===== src/rtl/adc_responder.sv =====
// Behavioural stand-in for a parallel 8-bit ADC: a convStart edge starts a fixed-length
// conversion, and the captured sample is presented on a registered read port gated by rd_cs.
module adc_responder #(
  parameter int DATA_W      = 8,
  parameter int CONV_CYCLES = 16,
  parameter int SYNC_STAGES = 2
) (
  input  logic              clk,
  input  logic              reset,
  input  logic              convStart,
  input  logic              rd_cs,
  input  logic [DATA_W-1:0] sample_in,
  output logic              busy,
  output logic [DATA_W-1:0] adcVoltage,
  output logic              data_oe,
  output logic              data_fresh,
  output logic [3:0]        overrun_cnt
);

  typedef enum logic {IDLE, CONVERT} state_t;

  state_t                 state;
  logic [SYNC_STAGES-1:0] cs_sync, rd_sync;
  logic                   cs_s, rd_s, cs_prev, rd_prev;
  logic                   rise, rd_end;
  logic [7:0]             cnt;
  logic [DATA_W-1:0]      hold, result;

  assign cs_s   = cs_sync[SYNC_STAGES-1];
  assign rd_s   = rd_sync[SYNC_STAGES-1];
  assign rise   = cs_s & ~cs_prev;
  assign rd_end = rd_s & ~rd_prev;

  always_ff @(posedge clk) begin
    if (!reset) begin
      state       <= IDLE;
      cs_sync     <= '0;
      rd_sync     <= '0;
      cs_prev     <= 1'b0;
      rd_prev     <= 1'b0;
      cnt         <= '0;
      hold        <= '0;
      result      <= '0;
      busy        <= 1'b0;
      adcVoltage  <= '0;
      data_oe     <= 1'b0;
      data_fresh  <= 1'b0;
      overrun_cnt <= '0;
    end else begin
      cs_sync    <= {cs_sync[SYNC_STAGES-2:0], convStart};
      rd_sync    <= {rd_sync[SYNC_STAGES-2:0], rd_cs};
      cs_prev    <= cs_s;
      rd_prev    <= rd_s;
      data_oe    <= 1'b0;
      adcVoltage <= '0;
      // Clear comes first so a completing conversion below can override it.
      if (rd_end && state == IDLE && data_oe)
        data_fresh <= 1'b0;
      case (state)
        IDLE: begin
          if (rise) begin
            hold  <= sample_in;
            cnt   <= 8'(CONV_CYCLES - 1);
            busy  <= 1'b1;
            state <= CONVERT;
          end else if (!rd_s) begin
            // A starting conversion suppresses the read so data_oe and busy never overlap.
            data_oe    <= 1'b1;
            adcVoltage <= result;
          end
        end
        CONVERT: begin
          if (rise && overrun_cnt != 4'hf)
            overrun_cnt <= overrun_cnt + 4'd1;
          if (cnt == 8'd0) begin
            result     <= hold;
            data_fresh <= 1'b1;
            busy       <= 1'b0;
            state      <= IDLE;
          end else begin
            cnt <= cnt - 8'd1;
          end
        end
        default: state <= IDLE;
      endcase
    end
  end

endmodule


===== config.mk =====
export PLATFORM = sky130hd
export DESIGN_NAME = adc_responder
export DESIGN_NICKNAME = d
export VERILOG_FILES = /design/src/rtl/adc_responder.sv
export SDC_FILE = /design/constraint.sdc
export NUM_CORES = 1
export LEC_CHECK = 0
export BUFFER_PORTS_ARGS = -buffer_cell sky130_fd_sc_hd__buf_2
export CELL_PAD_IN_SITES_DETAIL_PLACEMENT = 2
export CELL_PAD_IN_SITES_GLOBAL_PLACEMENT = 2
export CORE_ASPECT_RATIO = 0.8
export CORE_MARGIN = 3
export CORE_UTILIZATION = 32
export CTS_BUF_LIST = sky130_fd_sc_hd__clkbuf_2 sky130_fd_sc_hd__clkbuf_4 sky130_fd_sc_hd__clkbuf_8
export CTS_CLUSTER_DIAMETER = 50
export DETAILED_ROUTE_END_ITERATION = 16
export PLACE_DENSITY = 0.83
export SYNTH_ARGS = -nofsm -noshare
export SYNTH_HDL_FRONTEND = slang
export SYNTH_SLANG_ARGS = --single-unit

===== constraint.sdc =====
create_clock -name clk -period 1.45 [get_ports clk]
set_input_delay 0.29 -clock clk [delete_from_list [all_inputs] [get_ports clk]]
set_output_delay 0.29 -clock clk [all_outputs]
set_load 0.03 [all_outputs]

# [After elaboration in Yosys (flattened, before gate mapping)]
# Index checks and enable logic that the tools add are counted.
# Widths: inputs -> output; s select.
[totals] ff_bits=46 inputBits=12 output_inout_bits=15
[op_classes] n_addsub=2 eq_ne=4 muxes=13 bitwise_logic=6 n_reduce_logical=11
[ops] operator="$mux 8" n=2
[ops] operator="$pmux 8 s2" n=1
[ops] operator="$reduce_and 2->1" n=5
[ops] operator="$logic_not 8->1" n=1
[ops] operator="$mux 1" n=8
[ops] operator="$sub 8x1->8 const B" n=1
[ops] operator="$add 4x1->4 const B" n=1
[ops] operator="$ne 2x2->1 const B" n=2
[ops] operator="$ne 4x4->1 const B" n=1
[ops] operator="$not 1->1" n=4
[ops] operator="$pmux 1 s2" n=2
[ops] operator="$reduce_or 4->1" n=1
[ops] operator="$logic_and 1x1->1" n=3
[ops] operator="$reduce_or 3->1" n=1
[ops] operator="$and 1x1->1" n=2
[ops] operator="$ne 2x1->1 const B" n=1

# [Depth between registers and ports, before layout]
[depth] word_depth=7 ltp_mapped=6

# [Least setup slack after synthesis]
# No wires, ideal clock.
[synth_path] kind="register to register" start="register cnt[0]" end="register cnt[3]" arrival_ns=1.468 required_time_ns=1.318 setup_slack_ns=-0.150 path_stages_with_launch=7 path_cell_list="dfxtp_1 -> inv_1 -> ha_1 -> or4b_4 -> buf_2 -> o211ai_1 -> a21oi_1"
[synth_between] elab_chain_len=3 elab_cells_between_ends=6 classes_between="1 x add/sub; 1 x eq/ne; 2 x mux; 2 x reduce/logical"
[synth_lines] element="start, declared" line_no="26" source="logic [7:0] cnt;"
[synth_lines] element="start signal, assigned" line_no="63" source="cnt <= 8'(CONV_CYCLES - 1);"
[synth_lines] element="start signal, assigned" line_no="81" source="cnt <= cnt - 8'd1;"
[synth_lines] element="$sub 8x1->8 / $logic_not 8->1 (equally long branches)" line_no="81, 75"
[synth_lines] element="$mux 8 / $ne 2x2->1 (equally long branches)"
[synth_lines] element="$pmux 8 s2 / $reduce_and 2->1 (equally long branches)"
# Parallel ways exist; a longest one is shown, timed or not. The select of a mux whose other input is x is not followed.
# A chain may end at the register's enable or synchronous reset.

# [Worst setup path after layout]
[layout_path] start="register cnt[0]" end="register cnt[1]"
# The elaborated chain is that of the path after synthesis.

==> flow_metrics.env <==
export IMPL_max_freq_mhz=596
export IMPL_n_antenna_cell=0
export IMPL_min_path_type="input pin to flip-flop"
export IMPL_max_cap_violations=0
export IMPL_crit_fanout=6
export IMPL_totalNegativeSetupSlack_ns=-2.41
export IMPL_hpwl_um=3760
export IMPL_synth_async_sr_flop_share=0
export IMPL_power_leakage_nw=0.960
export IMPL_die_w_um=89.3
export IMPL_drt_iter0_markers=62
export IMPL_antenna_found_initial=0
export IMPL_finalClockSkew_ns=0.0129
export IMPL_synth_cell_types=37
export IMPL_fin_ws_ns=-0.227
export IMPL_syn_inst=188
export IMPL_cts_buffer_depth=2
export IMPL_io_pins=27
export IMPL_powerDensity_nw_per_um2=1140
export IMPL_worst_setup_path_start_kind="flip-flop"
export IMPL_vias=1589
export IMPL_syn_num_nets=202
export IMPL_drive_above_1_share=0.363
export IMPL_ys_seq_area_frac=0.519
export IMPL_tightest_slew_ns=0.537
export IMPL_synth_area_um2=1780
export IMPL_wl_per_cell_um=19.8
export IMPL_port_buffers=26
export IMPL_design_core_area_um2=5180
export IMPL_numCtsBuffers=5
export IMPL_rows=23
export IMPL_vias_per_cell=5.26
export IMPL_slew_violations=0
export IMPL_ir_worst_vdd_mv=0.850
export IMPL_grt_pass1_vias=1748
export IMPL_ys_warn_count=0
export IMPL_start_util=0.343
export IMPL_drc_errors=0
export IMPL_post_synth_cell_area_avg_um2=9.44
export IMPL_period_minus_slack_ns=1.68
export IMPL_grt_max_degree=16
export IMPL_cts_root_buf="clkbuf_8"
export IMPL_path_class="flip-flop to flip-flop"
export IMPL_finalPower_mw=2.71
export IMPL_grtUsageTotal=0.191
export IMPL_clk_pin_slew_worst_paths_ns=0.10
export IMPL_worstPathRequired_ns=1.66
export IMPL_clk_insertion_delay_late_ns=0.30
export IMPL_slew_headroom=0.637
export IMPL_rsz0062_at_grt="yes"
export IMPL_htreeDepth=2
export IMPL_violations="negative setup slack"
export IMPL_dr_pass1_iters=4
export IMPL_whs_ns=0.192
export IMPL_status="finished with violations"
export IMPL_syn2layout_area_growth_pct=33.9
export IMPL_gr_total_overflow=0
export IMPL_setup_viol=17
export IMPL_cts_tree="done"
export IMPL_finalCritPeriodShare=1.16
export IMPL_rrSetupSlack_ns=-0.23
export IMPL_routed_wl_um=5970
export IMPL_antenna_left=0
export IMPL_grt_pass1_wl_um=9280
export IMPL_num_nets_final=253
export IMPL_synth_edf_count=0
export IMPL_die_area_um2=6480
export IMPL_critPathArrivalTime_ns=1.89
export IMPL_synth_ff_type="dfxtp_1"
export IMPL_synth_seq_cells=46
export IMPL_hold_viol_final=0
export IMPL_place_gp_congestion=0.775
export IMPL_fp_dieH_um=72.6
export IMPL_end_kind="flip-flop"
export IMPL_cts_sinks=46
## kinds of logic (layout without fill, tap and decap cells)
| family | count (synthesis) | after routing | share of synthesized area |
|---|---|---|---|
| compound gates | 51 | 51 | 0.184 |
| buf+inv | 18 | 70 | 0.0409 |
| fa+ha+maj | 2 | 2 | 0.0141 |
| simple gates | 68 | 68 | 0.226 |
| mux | 3 | 3 | 0.0169 |
| flops | 46 | 46 | 0.519 |
## flip-flops by register name (all words and copies together) (netlist names)
signal,cells
adcVoltage,8
busy,1
cnt,8
cs_prev,1
cs_sync,2
data_fresh,1
data_oe,1
hold,8
overrun_cnt,4
rd_prev,1
rd_sync,2
result,8
state,1
## where the power goes
group	internal, mW	leakage [nW]	switching [mW]
combinational	0.183	0.526	0.215
clock	0.517	0.0585	0.471
sequential	1.30	0.375	0.0279
total	2.00	0.960	0.714
## cell type report
cell class | count | area [um^2]
clock buffers | 5 | 68.8
flip-flops and latches | 46 | 928
well taps | 62 | 77.6
fillers | 561 | 2800
clock inverters | 3 | 43.8
inverters | 6 | 22.5
repair buffers | 56 | 388
multi-input cells | 124 | 848
## through the flow
stage | worst slack [ns] | utilization | cell area, um^2 | instances
after floorplan | -0.0490 | - | 1800 | 188
after global placement | -0.0534 | 0.416 | 2150 | 288
after detailed placement | -0.175 | 0.416 | 2150 | 288
after CTS | -0.181 | 0.450 | 2330 | 300
after global routing | -0.248 | 0.459 | 2380 | 302
final | -0.227 | 0.459 | 2380 | 302
## critical path, cell delays in order (launching register included)
cell	delay, ns
dfxtp_2	0.34
inv_2	0.06
ha_4	0.15
or4b_4	0.53
o21ai_4	0.20
mux2i_2	0.29
## Yosys cell counts (3+ instances only)
cell       n  area (um^2)
nor2_1     4         15.0
a21oi_1   24          120
and2_1    14         87.6
nand2_1   17         63.8
mux2i_1    3         30.0
nand3_1   13         65.1
dfxtp_1   46          921
buf_2      4         20.0
o21ai_1   13         65.1
clkbuf_1   7         26.3
inv_1      4         15.0
or3_1      4         25.0
nand2b_1   3         18.8
## worst paths after layout
| path | endpoint | startpoint | cells past startpoint |
|---|---|---|---|
| setup / recovery | cnt[1]$_SDFFE_PN0P_ | cnt[0]$_SDFFE_PN0P_ | 5 |
| hold / removal | rd_sync[0]$_SDFF_PN0_ | rd_cs | 2 |
| setup reg to reg | cnt[1]$_SDFFE_PN0P_ | cnt[0]$_SDFFE_PN0P_ | 5 |
| hold reg to reg | cs_sync[1]$_SDFF_PN0_ | cs_sync[0]$_SDFF_PN0_ | 1 |
## layer usage
layer  part of all wire  global-route usage  up-vias
li1                   -                   -      765
met1               0.44               0.242      787
met2               0.52               0.343       31
met3              0.031              0.0406        6
met4             0.0090              0.0248        0
met5                  0                   0        -
## cell usage in the layout, fill, tap and decap left out, types with 2 or more instances in the layout
master,count
or3_1,4
clkbuf_8,5
a21oi_1,22
nand2_1,17
o211ai_1,2
o311ai_1,3
inv_2,4
nor2_1,4
buf_2,26
mux2i_1,2
nand4bb_1,2
o21ai_1,11
buf_12,2
o41ai_1,2
dfxtp_1,42
nand2b_1,3
and2_1,14
nand3_1,12
a21oi_2,2
buf_4,26
o21ai_2,2
dfxtp_2,3
inv_1,2
buf_6,2
## repair_timing
item                                   4_1_cts  5_1_grt
endpoints found under the hold margin        0        0
setup endpoints to repair                   18       30
pin swaps                                    4        5
setup buffers                                4        2
hold buffers                                 0        0
gates resized for setup                      7       10
(Power assumes the default switching activity.)
